## src/rtl/uart_rx_fifo_pkg.sv

```systemverilog
// rtl/uart_rx_fifo_pkg.sv - shared UART constants, rx state enum and baud divider helper
package uart_rx_fifo_pkg;

    localparam int OVERSAMPLE = 16;
    localparam int DATA_BITS  = 8;

    typedef enum logic [1:0] {
        IDLE,
        START,
        DATA,
        STOP
    } rx_state_e;

    // Clocks per oversample tick; never below one so the tick counter stays legal.
    function automatic int calc_div(input int sys_clk_freq, input int baud_rate);
        int d;
        d = sys_clk_freq / (baud_rate * OVERSAMPLE);
        return (d < 1) ? 1 : d;
    endfunction

endpackage

```

## src/rtl/uart_rx_fifo_sync_fifo.sv

```systemverilog
// rtl/uart_rx_fifo_sync_fifo.sv - first-word-fall-through FIFO with stream handshakes
module sync_fifo #(
    parameter int DEPTH = 8,
    parameter int WIDTH = 8
) (
    input  logic             clk,
    input  logic             rst_n,
    input  logic [WIDTH-1:0] s_tdata,
    input  logic             s_tvalid,
    output logic             s_tready,
    output logic [WIDTH-1:0] m_tdata,
    output logic             m_tvalid,
    input  logic             m_tready,
    output logic             full
);
    localparam int AW = $clog2(DEPTH);
    localparam logic [AW:0] FULL_CNT = DEPTH[AW:0];

    logic [WIDTH-1:0] mem_q [DEPTH];
    logic [AW-1:0]    wr_ptr_q;
    logic [AW-1:0]    rd_ptr_q;
    logic [AW:0]      count_q;
    logic             push;
    logic             pop;

    assign m_tvalid = (count_q != '0);
    assign full     = (count_q == FULL_CNT);
    assign pop      = m_tready & m_tvalid;
    // A pop in the same cycle frees the slot, so a full FIFO can still accept.
    assign s_tready = ~full | pop;
    assign push     = s_tvalid & s_tready;
    assign m_tdata  = mem_q[rd_ptr_q];

    always_ff @(posedge clk or negedge rst_n) begin
        if (!rst_n) begin
            for (int i = 0; i < DEPTH; i++) begin
                mem_q[i] <= '0;
            end
            wr_ptr_q <= '0;
            rd_ptr_q <= '0;
            count_q  <= '0;
        end else begin
            if (push) begin
                mem_q[wr_ptr_q] <= s_tdata;
                wr_ptr_q        <= wr_ptr_q + 1'b1;
            end
            if (pop) begin
                rd_ptr_q <= rd_ptr_q + 1'b1;
            end
            case ({push, pop})
                2'b10:   count_q <= count_q + 1'b1;
                2'b01:   count_q <= count_q - 1'b1;
                default: count_q <= count_q;
            endcase
        end
    end

endmodule

```

## src/rtl/uart_rx_fifo.sv

```systemverilog
// rtl/uart_rx_fifo.sv - 8N1 oversampling UART receiver feeding a small receive FIFO
module uart_rx_fifo
    import uart_rx_fifo_pkg::*;
#(
    parameter int SYS_CLK_FREQ = 100000000,
    parameter int BAUD_RATE    = 115200,
    parameter int FIFO_DEPTH   = 8
) (
    input  logic       clk,
    input  logic       rst_n,
    input  logic       rx,
    input  logic       rd_en,
    output logic [7:0] rd_data,
    output logic       empty,
    output logic       full,
    output logic       overrun,
    output logic       frame_err
);
    localparam int DIV = calc_div(SYS_CLK_FREQ, BAUD_RATE);
    localparam int TW  = (DIV > 1) ? $clog2(DIV) : 1;
    localparam logic [TW-1:0] TICK_LAST = TW'(DIV - 1);
    localparam logic [3:0]    MID_TICK  = 4'(OVERSAMPLE / 2 - 1);
    localparam logic [3:0]    LAST_TICK = 4'(OVERSAMPLE - 1);
    localparam logic [2:0]    LAST_BIT  = 3'(DATA_BITS - 1);

    logic            rx_meta_q;
    logic            rx_s_q;
    logic [TW-1:0]   tick_cnt_q;
    logic            tick;
    logic            tick_clr;
    rx_state_e       state_q, state_d;
    logic [3:0]      tcnt_q, tcnt_d;
    logic [2:0]      bidx_q, bidx_d;
    logic [7:0]      shreg_q, shreg_d;
    logic            need_high_q, need_high_d;
    logic            frame_err_q, frame_err_d;
    logic            overrun_q;
    logic            push;
    logic            fifo_ready;
    logic            fifo_valid;

    assign tick = (tick_cnt_q == TICK_LAST);

    always_ff @(posedge clk or negedge rst_n) begin
        if (!rst_n) begin
            rx_meta_q   <= 1'b1;
            rx_s_q      <= 1'b1;
            tick_cnt_q  <= '0;
            state_q     <= IDLE;
            tcnt_q      <= '0;
            bidx_q      <= '0;
            shreg_q     <= '0;
            need_high_q <= 1'b0;
            frame_err_q <= 1'b0;
            overrun_q   <= 1'b0;
        end else begin
            rx_meta_q   <= rx;
            rx_s_q      <= rx_meta_q;
            tick_cnt_q  <= (tick_clr || tick) ? '0 : tick_cnt_q + 1'b1;
            state_q     <= state_d;
            tcnt_q      <= tcnt_d;
            bidx_q      <= bidx_d;
            shreg_q     <= shreg_d;
            need_high_q <= need_high_d;
            frame_err_q <= frame_err_d;
            overrun_q   <= push & ~fifo_ready;
        end
    end

    always_comb begin
        state_d     = state_q;
        tcnt_d      = tcnt_q;
        bidx_d      = bidx_q;
        shreg_d     = shreg_q;
        need_high_d = need_high_q;
        frame_err_d = 1'b0;
        tick_clr    = 1'b0;
        push        = 1'b0;
        case (state_q)
            IDLE: begin
                // After a low stop bit the line must recover before a new start is trusted.
                if (need_high_q) begin
                    if (rx_s_q) begin
                        need_high_d = 1'b0;
                    end
                end else if (!rx_s_q) begin
                    state_d  = START;
                    tcnt_d   = '0;
                    tick_clr = 1'b1;
                end
            end
            START: begin
                if (tick) begin
                    if (tcnt_q == MID_TICK) begin
                        tcnt_d  = '0;
                        bidx_d  = '0;
                        state_d = rx_s_q ? IDLE : DATA;
                    end else begin
                        tcnt_d = tcnt_q + 1'b1;
                    end
                end
            end
            DATA: begin
                if (tick) begin
                    tcnt_d = tcnt_q + 1'b1;
                    if (tcnt_q == LAST_TICK) begin
                        shreg_d[bidx_q] = rx_s_q;
                        bidx_d          = bidx_q + 1'b1;
                        if (bidx_q == LAST_BIT) begin
                            state_d = STOP;
                        end
                    end
                end
            end
            STOP: begin
                if (tick) begin
                    tcnt_d = tcnt_q + 1'b1;
                    if (tcnt_q == LAST_TICK) begin
                        push        = rx_s_q;
                        frame_err_d = ~rx_s_q;
                        need_high_d = ~rx_s_q;
                        state_d     = IDLE;
                    end
                end
            end
            default: state_d = IDLE;
        endcase
    end

    sync_fifo #(
        .DEPTH (FIFO_DEPTH),
        .WIDTH (8)
    ) u_fifo (
        .clk      (clk),
        .rst_n    (rst_n),
        .s_tdata  (shreg_q),
        .s_tvalid (push),
        .s_tready (fifo_ready),
        .m_tdata  (rd_data),
        .m_tvalid (fifo_valid),
        .m_tready (rd_en),
        .full     (full)
    );

    assign empty     = ~fifo_valid;
    assign overrun   = overrun_q;
    assign frame_err = frame_err_q;

endmodule

```

## config.mk

```make
export PLATFORM = sky130hd
export DESIGN_NAME = uart_rx_fifo
export DESIGN_NICKNAME = d
export VERILOG_FILES = /design/src/rtl/uart_rx_fifo_pkg.sv /design/src/rtl/uart_rx_fifo_sync_fifo.sv /design/src/rtl/uart_rx_fifo.sv
export SDC_FILE = /design/constraint.sdc
export NUM_CORES = 1
export LEC_CHECK = 0
export BUFFER_PORTS_ARGS = -buffer_cell sky130_fd_sc_hd__buf_2
export CAP_MARGIN = 20
export CORE_MARGIN = 4
export CORE_UTILIZATION = 35
export DETAILED_ROUTE_END_ITERATION = 10
export GPL_ROUTABILITY_DRIVEN = 0
export HOLD_SLACK_MARGIN = 0.03
export PLACE_DENSITY = 0.54
export SKIP_LAST_GASP = 1
export SYNTH_ARGS = -nofsm -noshare
export SYNTH_HDL_FRONTEND = slang
export SYNTH_SLANG_ARGS = --single-unit
```

## constraint.sdc

```tcl
create_clock -name clk -period 2.75 [get_ports clk]
set_input_delay 0.4125 -clock clk [delete_from_list [all_inputs] [get_ports clk]]
set_output_delay 0.4125 -clock clk [all_outputs]
set_load 0.05 [all_outputs]
```

## Word-level counts from Yosys, hierarchy flattened

Cells that the tools add are included.

- Register bits: 102
- Bits of input ports: 4
- Output and inout bits: 12
- Word-level logic and storage cells: 123

- $add $sub $neg: 7
- Magnitude comparators: 5
- Equality and inequality tests: 20
- Mux-type cells: 46
- Bitwise logic cells: 10
- Reduce and logical (&&, ||, !) cells: 14

Operators with widths:

| kind | count |
|---|---|
| bitwise mux 64 bit | 1 |
| binary-select mux 8 bit (select 3 bit) | 1 |
| demux 8 bit (select 3 bit) | 1 |
| two-way mux 8 bit | 3 |
| two-way mux 2 bit | 10 |
| two-way mux 4 bit | 5 |
| inequality test 2 bit, second input constant | 9 |
| two-way mux 1 bit | 13 |
| two-way mux 3 bit | 4 |
| one-hot mux 4 bit (3 select lines) | 1 |
| adder 3 x 1 -> 3 bit, second input constant | 3 |
| AND reduction 9 bit | 1 |
| adder 4 x 1 -> 4 bit, second input constant | 2 |
| bitwise mux 8 bit | 1 |
| equality test 4 bit, second input constant | 2 |
| greater-or-equal comparator 4 bit, second input constant | 2 |
| NOT 3 -> 4 bit | 2 |
| one-hot mux 2 bit (4 select lines) | 1 |
| one-hot mux 4 bit (2 select lines) | 1 |
| adder 6 x 1 -> 6 bit, second input constant | 1 |
| equality test 2 bit, second input constant | 3 |
| equality test 6 bit, second input constant | 1 |
| two-way mux 6 bit | 1 |
| one-hot mux 3 bit (2 select lines) | 1 |
| 22 further kinds | 32 |

## Longest topological paths before layout

Gate-level depths: netlist (run 1).

- Depth in word-level cells: 7
- Depth in mapped cells: 13
- Depth with buffers taken out: 12

## Hierarchy

A second synthesis (run 1) with hierarchy kept.

- Cell total of the unflattened synthesis: 354
- Area total of the unflattened synthesis: 5006.1 µm²

By module, submodules not included:

| module | times used | cells an instance | area each (µm²) | sequential area each (µm²) |
|---|---|---|---|---|
| sync_fifo | 1 | 227 | 3608.5 | 1851.8 |
| uart_rx_fifo | 1 | 127 | 1397.6 | 703.2 |

## Least setup slack after synthesis (run 1)

No wires, ideal clock.

- Path type: register -> register
- Start: reg u_fifo.count_q[0]
- End: reg u_fifo.count_q[3]
- Setup time: 116 ps
- Arrival time: 3510 ps
- Required time: 2634 ps
- Setup slack: -876 ps
- Cell stages (with the launch flop): 9
- Buffers on the path: 0
- Period minus slack after synthesis: 3626 ps
- Cell sequence: dfrtp_1 nor4_1 nand2b_1 inv_1 ha_1 ha_1 a21oi_1 o21ai_0 o311ai_0

- Longest elaborated chain between the ends: 6
- Elaborated cells on any way between the ends: 12
- Classes of those cells: 2 x add/sub; 3 x eq/ne; 1 x mux; 4 x bitwise; 2 x reduce/logical

RTL lines:

| element | RTL line | RTL |
|---|---|---|
| start: declaration | uart_rx_fifo_sync_fifo.sv:22 | `logic [AW:0] count_q;` |
| start signal: assignment | uart_rx_fifo_sync_fifo.sv:51 | `2'b10: count_q <= count_q + 1'b1;` |
| start signal: assignment | uart_rx_fifo_sync_fifo.sv:52 | `2'b01: count_q <= count_q - 1'b1;` |
| start signal: assignment | uart_rx_fifo_sync_fifo.sv:53 | `default: count_q <= count_q;` |
| nonzero test 4 bit (*) | uart_rx_fifo_sync_fifo.sv:26 | `assign m_tvalid = (count_q != '0);` |
| bitwise AND 1 bit (*) | uart_rx_fifo_sync_fifo.sv:28 | `assign pop = m_tready & m_tvalid;` |
| via u_fifo.pop | uart_rx_fifo_sync_fifo.sv:24 | `logic pop;` |
| bitwise OR 1 bit | uart_rx_fifo_sync_fifo.sv:30 | `assign s_tready = ~full \| pop;` |
| bitwise AND 1 bit | uart_rx_fifo_sync_fifo.sv:31 | `assign push = s_tvalid & s_tready;` |
| equality test 2 x 1 -> 1 bit or equality test 2 bit (tied branches) | uart_rx_fifo_sync_fifo.sv:50 | `case ({push, pop})` |
| one-hot mux 4 bit (2 select lines) or nonzero test 2 bit (tied branches) | -- |  |

The timed path passes the listed nets; every way through them passes the cells marked *.
A chain may end at the register's enable or synchronous reset.

## Worst setup path in the final report (run 1)

- Start: reg tick_cnt_q[1]
- End: reg u_fifo.count_q[3]

- Longest elaborated chain between the ends: 6
- Elaborated cells on any way between the ends: 8
- Classes of those cells: 3 x eq/ne; 3 x mux; 1 x bitwise; 1 x reduce/logical

RTL lines:

| element | RTL line | RTL |
|---|---|---|
| start: declaration | uart_rx_fifo.sv:28 | `logic [TW-1:0] tick_cnt_q;` |
| start signal: assignment | uart_rx_fifo.sv:59 | `tick_cnt_q <= (tick_clr \|\| tick) ? '0 : tick_cnt_q + 1'b1;` |
| equality test 6 bit (*) | uart_rx_fifo.sv:42 | `assign tick = (tick_cnt_q == TICK_LAST);` |
| two-way mux 1 bit (*) | uart_rx_fifo.sv:116 | `if (tick) begin` |
| two-way mux 1 bit (*) | uart_rx_fifo.sv:79 | `case (state_q)` |
| bitwise AND 1 bit (*) | uart_rx_fifo_sync_fifo.sv:31 |  |
| equality test 2 x 1 -> 1 bit or equality test 2 bit (tied branches) | uart_rx_fifo_sync_fifo.sv:50 |  |
| one-hot mux 4 bit (2 select lines) or nonzero test 2 bit (tied branches) | -- |  |

Mark *: on every way between the ends. The rest lies on a longest branch, timed or not.

==> metrics.txt, run 1 <==
standard cell area after detailed placement 0.00545 mm²; die boundary width 128 µm; number of global-route vias before repair 3,080; most common library cell in the layout ignoring fill and taps sky130_fd_sc_hd__dfrtp_1; number of detailed-routing iterations run before antenna repair 5; H-tree levels 3; remaining number of nets flagged by the antenna check after routing 0; switching share of power 0.290; Static Leakage 2.65 nW; clock root buffer master sky130_fd_sc_hd__clkbuf_16; family with the most delay on the worst path simple AND/OR/NAND/NOR gates; clock slew at reported path FFs 0.08 ns; initial antenna violation count 0; Filler cells 1,323; highest-count cells in the layout ignoring fill and taps sky130_fd_sc_hd__dfrtp_1, sky130_fd_sc_hd__mux2_2, sky130_fd_sc_hd__buf_4; primary flip-flop cell chosen by synthesis mapping sky130_fd_sc_hd__dfrtp_1; Clk pwr share 0.365; fraction of post-synthesis cell area in the top cell type by area 0.499; pwr dens 626 mW/mm²; clock tree from TritonCTS built; largest area contributor in the synthesized netlist sky130_fd_sc_hd__dfrtp_1; R2R Path Start tick_cnt_q[1]; worst-path fanout max 8; Max Freq 387 MHz; portion of total power attributed to combinational logic 0.185; count of antenna diodes in the layout 0; Ys Warns 0; post-route worst setup slack 0.169 ns; logic depth of the worst path, buffers included 12; layout cell share with drive strength beyond 1 0.436; Avg Cell Area, Syn 13.7 µm²; category of the critical setup timing path reg2reg; final period demand of the worst path 2.58 ns; synthesis-stage register bit count 102; starting utilization of the core area 0.359; count of non-filler cells in the finished layout 581; total standard cell area after synthesis 0.00502 mm²; fraction of synthesis flops using an asynchronous set or reset pin 1.00; placeable core region 0.0140 mm²; share of total power in sequential cells 0.451; number of max-cap violations 0; floorplan row count 43; crit path launch tick_cnt_q[1]; net switching power of the design 1.05 mW; end of the worst register-to-register path u_fifo.count_q[3]; maximum number of pins on one net before global-route repair 54; reg-to-reg setup timing slack 0.17 ns; number of violations reported at the end of detailed-routing iteration 0 162; end point of the critical path u_fifo.count_q[3]; overall die height 128 µm; Die ar. 0.0163 mm²; cell repeated most along the worst path sky130_fd_sc_hd__inv_1; final hold violation count 0; element type at the critical path start flop; WL final 9910 µm; number of setup violations in the final report 0; number of sinks driven by the clock tree 102; summed area of non-filler cells in the final layout 0.00579 mm²; final worst clock skew 0.0129 ns; Synth Instances 365; pre-CTS setup slack 0.0262 ns; clock buffer count from CTS 9; max-slew violation count 0; top cells by area in the synthesized netlist sky130_fd_sc_hd__dfrtp_1, sky130_fd_sc_hd__mux2_2, sky130_fd_sc_hd__mux4_2; cell internal pwr 2.57 mW; IR drop worst, VDD 290 µV; transition time at the pin with the least slew margin 0.666 ns; wire length of the first global-routing pass 16,700 µm; number of nets at the end of the flow 411; maximum buffer depth of the clock tree 2; Arr. time, crit path 2.81 ns; synthesized netlist net count 380; share of synthesized area occupied by flip-flops and latches 0.509; required time reported for the critical path endpoint 2.98 ns; I/O pins 16; average wire length per cell after detail routing 17.1 µm; Critical Path End Type flop; DR vias 3,030; number of unique standard cell types used by synthesis 52; total track usage 0.132; WP buf/inv 3; fin crit share 0.939; grt total ovfl 0; insertion delay to the later sink of the worst-skew pair 0.35 ns; count of buffers from port buffering 15; worst slew slack as a fraction of its limit 0.552; class of the tightest hold or removal check in2reg; Register-to-Register Path Depth 12; Cells after DPL 564; series of cell instances along the critical path inv_1 -> ha_1 -> nand3b_4 -> nor4_2 -> and3_2 -> inv_1 -> ha_4 -> ha_1 -> inv_1 -> nor4_2 -> nand4b_1 -> o311ai_1; Critical Path Slowest Stage Cell sky130_fd_sc_hd__dfrtp_1; number of synthesized flops with an enable pin 0; Worst path max stage delay 0.40 ns; DP HPWL 6730 µm; total setup buffers inserted after CTS 0; routed via count divided by cell count 5.22; outcome complete, no violations; number of remaining DRC errors 0; area added between synthesis and finish 15.3%
[worst min path at each step]
| stage | slack [ns] | start | endpoint | cells after the start |
|---|---|---|---|---|
| after floorplan | 0.12 | rst_n | asynchronous set/reset pin | 0 |
| after global placement | 0.33 | rst_n | u_fifo.mem_q[22] | 1 |
| after detailed placement | 0.33 | rst_n | u_fifo.mem_q[22] | 1 |
| after CTS | 0.14 | rx | rx_meta_q | 1 |
| after global routing | 0.14 | rx | rx_meta_q | 1 |
| final | 0.16 | rx | rx_meta_q | 1 |
[cell families after synthesis]
group,synth area share
compound gates,0.0429
xor+xnor,0.0192
fa+ha+maj,0.0289
buf+inv,0.0267
flops,0.509
mux,0.260
simple gates,0.113
[what timing repair did]
item                                    4_1_cts  5_1_grt
endpoints found under the hold margin        22        0
hold buffers                                  1        0
endpoints found under the setup margin        0        2
gates resized for setup                       0        6
[through the flow]
stage	TNS (ns)	hold WS, ns	power [mW]	util
after detailed placement	0	0.335	2.33	0.389
after global routing	-0.000725	0.139	3.82	0.414
after global placement	0	0.335	2.31	0.389
final	0	0.157	3.62	0.414
after floorplan	0	0.117	2.12	-
after CTS	0	0.141	3.67	0.413
[routing by layer]
| metal | track usage | up-vias | wire length (µm) |
|---|---|---|---|
| li1 | - | 1411 | - |
| met1 | 0.179 | 1577 | 4630 |
| met2 | 0.207 | 27 | 4860 |
| met3 | 0.0354 | 15 | 259 |
| met4 | 0.0412 | 0 | 155 |
| met5 | 0 | - | 0 |
[registers in the layout, summed over array words and instances (netlist names), named ones only]
signal and cells:
u_fifo.mem_q 64, shreg_q 8, tick_cnt_q 6, tcnt_q 4, u_fifo.count_q 4, bidx_q 3, u_fifo.rd_ptr_q 3, u_fifo.wr_ptr_q 3
frame_err 1, need_high_q 1, overrun 1, rx_meta_q 1, rx_s_q 1, state_q 1
[synthesized netlist by cell type (2+ instances only)]
master                      count
sky130_fd_sc_hd__dfrtp_1      100
sky130_fd_sc_hd__mux2_2        80
sky130_fd_sc_hd__inv_1         16
sky130_fd_sc_hd__mux4_2        16
sky130_fd_sc_hd__nand2_1       14
sky130_fd_sc_hd__nor2_1        11
sky130_fd_sc_hd__ha_1          10
sky130_fd_sc_hd__nor3_1         9
sky130_fd_sc_hd__buf_2          8
sky130_fd_sc_hd__nand3_1        8
sky130_fd_sc_hd__o21ai_0        6
sky130_fd_sc_hd__xnor2_1        6
sky130_fd_sc_hd__a21oi_1        5
sky130_fd_sc_hd__and3_1         5
sky130_fd_sc_hd__xor2_1         5
sky130_fd_sc_hd__clkbuf_1       4
sky130_fd_sc_hd__nand2b_1       4
sky130_fd_sc_hd__nand3_2        4
sky130_fd_sc_hd__buf_1          3
sky130_fd_sc_hd__nand4_1        3
sky130_fd_sc_hd__nor4_1         3
sky130_fd_sc_hd__nor4_2         3
sky130_fd_sc_hd__or4_1          3
sky130_fd_sc_hd__a211oi_1       2
sky130_fd_sc_hd__dfstp_2        2
sky130_fd_sc_hd__mux2_1         2
sky130_fd_sc_hd__mux2i_1        2
sky130_fd_sc_hd__nand3b_1       2
sky130_fd_sc_hd__nor3_4         2
sky130_fd_sc_hd__nor3b_1        2
sky130_fd_sc_hd__nor3b_4        2
sky130_fd_sc_hd__o2111a_1       2
sky130_fd_sc_hd__o2111ai_4      2
[power groups by stage]
| stage | clock (mW) | combinational [mW] | sequential [mW] |
|---|---|---|---|
| after global placement | 0 | 0.657 | 1.66 |
| after CTS | 1.37 | 0.674 | 1.63 |
| after floorplan | 0 | 0.488 | 1.64 |
| after global routing | 1.43 | 0.751 | 1.64 |
| after detailed placement | 0 | 0.673 | 1.66 |
| final | 1.32 | 0.669 | 1.63 |
[area by class of cell]
cell class,count,area (µm²),share of cell area
Tap cell,180,225,0.0389
Timing Repair Buffer,36,250,0.0433
Clock buffer,9,225,0.0389
Inverter,16,63.8,0.0110
Clock inverter,7,91.3,0.0158
Sequential cell,102,2560,0.442
Multi-Input combinational cell,231,2370,0.410
(Power assumes the default switching activity.)
==> inputs of run 2 (changes only) <==
--- a/config.mk
+++ b/config.mk
@@ -8,11 +8,11 @@
 export BUFFER_PORTS_ARGS = -buffer_cell sky130_fd_sc_hd__buf_2
 export CAP_MARGIN = 20
 export CORE_MARGIN = 4
-export CORE_UTILIZATION = 35
+export CORE_UTILIZATION = 56
 export DETAILED_ROUTE_END_ITERATION = 10
 export GPL_ROUTABILITY_DRIVEN = 0
 export HOLD_SLACK_MARGIN = 0.03
-export PLACE_DENSITY = 0.54
+export PLACE_DENSITY = 0.78
 export SKIP_LAST_GASP = 1
 export SYNTH_ARGS = -nofsm -noshare
 export SYNTH_HDL_FRONTEND = slang
==> run 2 against run 1 <==
Net effect: register-to-register slack hardly changed; sequential share of layout area is 1.9 points higher; die area down 35%; combinational power shrank 1%; routed wire length fell by 4.6%; clock skew is essentially flat; non-clock buffer count is 4 lower; sequential cell count is the same; critical path depth is 1 lower; count of clock-buffer cells in the layout increased by 1; core utilization rose by 22 points; largest cell class unchanged.
==> metrics.txt, run 2 (synthesized netlist as in run 1, its figures left out) <==
number of remaining DRC errors 0; setup tns final 0 ns; I/O pins 16; cell internal pwr 2.27 mW; crit path launch u_fifo.count_q[3]; transition time at the pin with the least slew margin 0.703 ns; insertion delay to the later sink of the worst-skew pair 0.37 ns; area added between synthesis and finish 10.5%; fin crit share 0.935; R2R Path Start u_fifo.count_q[3]; overall die height 103 µm; DR vias 3,032; number of violations reported at the end of detailed-routing iteration 0 117; DP HPWL 6670 µm; grt total ovfl 0; Critical Path Slowest Stage Cell sky130_fd_sc_hd__or4b_1; outcome complete, no violations; number of max-cap violations 0; initial antenna violation count 0; element type at the critical path start flop; class of the tightest hold or removal check in2async; unrepaired setup endpoints after global routing false; cell repeated most along the worst path sky130_fd_sc_hd__inv_1; Max Freq 389 MHz; pwr dens 582 mW/mm²; average wire length per cell after detail routing 18.7 µm; wire length of the first global-routing pass 16,200 µm; count of non-filler cells in the finished layout 505; number of sinks driven by the clock tree 102; clock slew at reported path FFs 0.10 ns; register with the highest flop count u_fifo.mem_q; H-tree levels 3; WHS 0.0398 ns; layout cell share with drive strength beyond 1 0.423; clock buffer count from CTS 9; number of buffers added to fix hold violations after cts 0; Worst path max stage delay 0.55 ns; maximum buffer depth of the clock tree 2; max reg flops 64; number of setup violations in the final report 0; die boundary width 103 µm; worst-path fanout max 8; portion of total power attributed to combinational logic 0.204; Clk pwr share 0.290; count of antenna diodes in the layout 0; net switching power of the design 0.958 mW; max-slew violation count 0; number of gates resized after cts 0; Arr. time, crit path 2.82 ns; Critical Path End Type flop; switching share of power 0.297; maximum number of pins on one net before global-route repair 57; worst slew slack as a fraction of its limit 0.527; total track usage 0.204; Die ar. 0.0105 mm²; final period demand of the worst path 2.57 ns; number of nets at the end of the flow 407; floorplan row count 34; total setup buffers inserted after CTS 0; highest-count cells in the layout ignoring fill and taps sky130_fd_sc_hd__dfrtp_1, sky130_fd_sc_hd__mux2_2, sky130_fd_sc_hd__buf_4; number of global-route vias before repair 3,237; end of the worst register-to-register path u_fifo.count_q[3]; final hold violation count 0; WL final 9450 µm; required time reported for the critical path endpoint 3.00 ns; most common library cell in the layout ignoring fill and taps sky130_fd_sc_hd__dfrtp_1; series of cell instances along the critical path or4b_1 -> clkinvlp_4 -> nand2b_1 -> and3_4 -> inv_1 -> ha_4 -> ha_1 -> inv_1 -> or3_1 -> nand4b_1 -> o311ai_1; Register-to-Register Path Depth 11; category of the critical setup timing path reg2reg; reg-to-reg setup timing slack 0.18 ns; Cells after DPL 489; end point of the critical path u_fifo.count_q[3]; starting utilization of the core area 0.575; final worst clock skew 0.0128 ns; Static Leakage 2.59 nW; leading registers by flop count u_fifo.mem_q x64, shreg_q x8, tick_cnt_q x6; routed via count divided by cell count 6.00; clock tree from TritonCTS built; count of buffers from port buffering 15; clock root buffer master sky130_fd_sc_hd__clkbuf_8; share of total power in sequential cells 0.506; IR drop worst, VDD 309 µV; Final Util 0.636; placeable core region 0.00872 mm²; Filler cells 666; number of detailed-routing iterations run before antenna repair 4; remaining number of nets flagged by the antenna check after routing 0
[run 2: cell types whose count changed in the layout (fill, tap and decap cells not counted), sizes merged]
cell / before / now
buf: 35 / 32
clkbuf: 9 / 10
clkinv: 3 / 2
dlygate4sd3: 1 / 0
[run 2: layout make-up]
| type | instances | area, µm² | area share |
|---|---|---|---|
| sequential | 102 | 2560 | 0.461 |
| multi-input combinational | 231 | 2370 | 0.428 |
| timing repair buffer | 32 | 218 | 0.0393 |
| tap | 108 | 135 | 0.0244 |
| clock buffer | 10 | 128 | 0.0230 |
| clock inverter | 6 | 68.8 | 0.0124 |
| inverter | 16 | 63.8 | 0.0115 |
[run 2: how the worst min path moves through the flow]
stage / end / depth (start not counted) / slack, ns / start
detailed placement: rx_s_q / 0 / 0.35 / rx_meta_q
floorplan: asynchronous set/reset pin / 0 / 0.12 / rst_n
finish: u_fifo.mem_q[27] / 1 / 0.04 / rst_n
global placement: rx_s_q / 0 / 0.35 / rx_meta_q
global route: u_fifo.mem_q[27] / 1 / 0.07 / rst_n
CTS: u_fifo.mem_q[11] / 1 / 0.05 / rst_n
[run 2: power by group through the flow]
stage / registers (mW) / logic [mW] / clock network (mW)
finish: 1.63 / 0.660 / 0.936
global route: 1.64 / 0.736 / 1.03
CTS: 1.63 / 0.674 / 0.969
detailed placement: 1.66 / 0.672 / 0
global placement: 1.65 / 0.642 / 0
floorplan: 1.64 / 0.488 / 0
[run 2: layer usage]
metal,part of all wire,GRT usage
met1,0.43,0.249
met2,0.52,0.356
met3,0.034,0.0453
met4,0.017,0.0706
met5,0,0
[run 2: metrics by stage]
step	power [mW]	setup slack, ns	cell area, µm²
2_1_floorplan	2.12	0.00961	5050
3_3_place_gp	2.30	0.264	5330
3_5_place_dp	2.33	0.106	5330
4_1_cts	3.27	0.102	5530
5_1_grt	3.40	0.00738	5540
6_report	3.23	0.178	5540
[run 2: critical path: cells and delay by family, from the launching register on]
family | cells | cell delay (ns)
adders and majority gates | 2 | 0.35
and+or+nand+nor | 5 | 1.28
DFF | 1 | 0.48
AOI/OAI and AO/OA | 1 | 0.09
buffers and inverters | 3 | 0.24
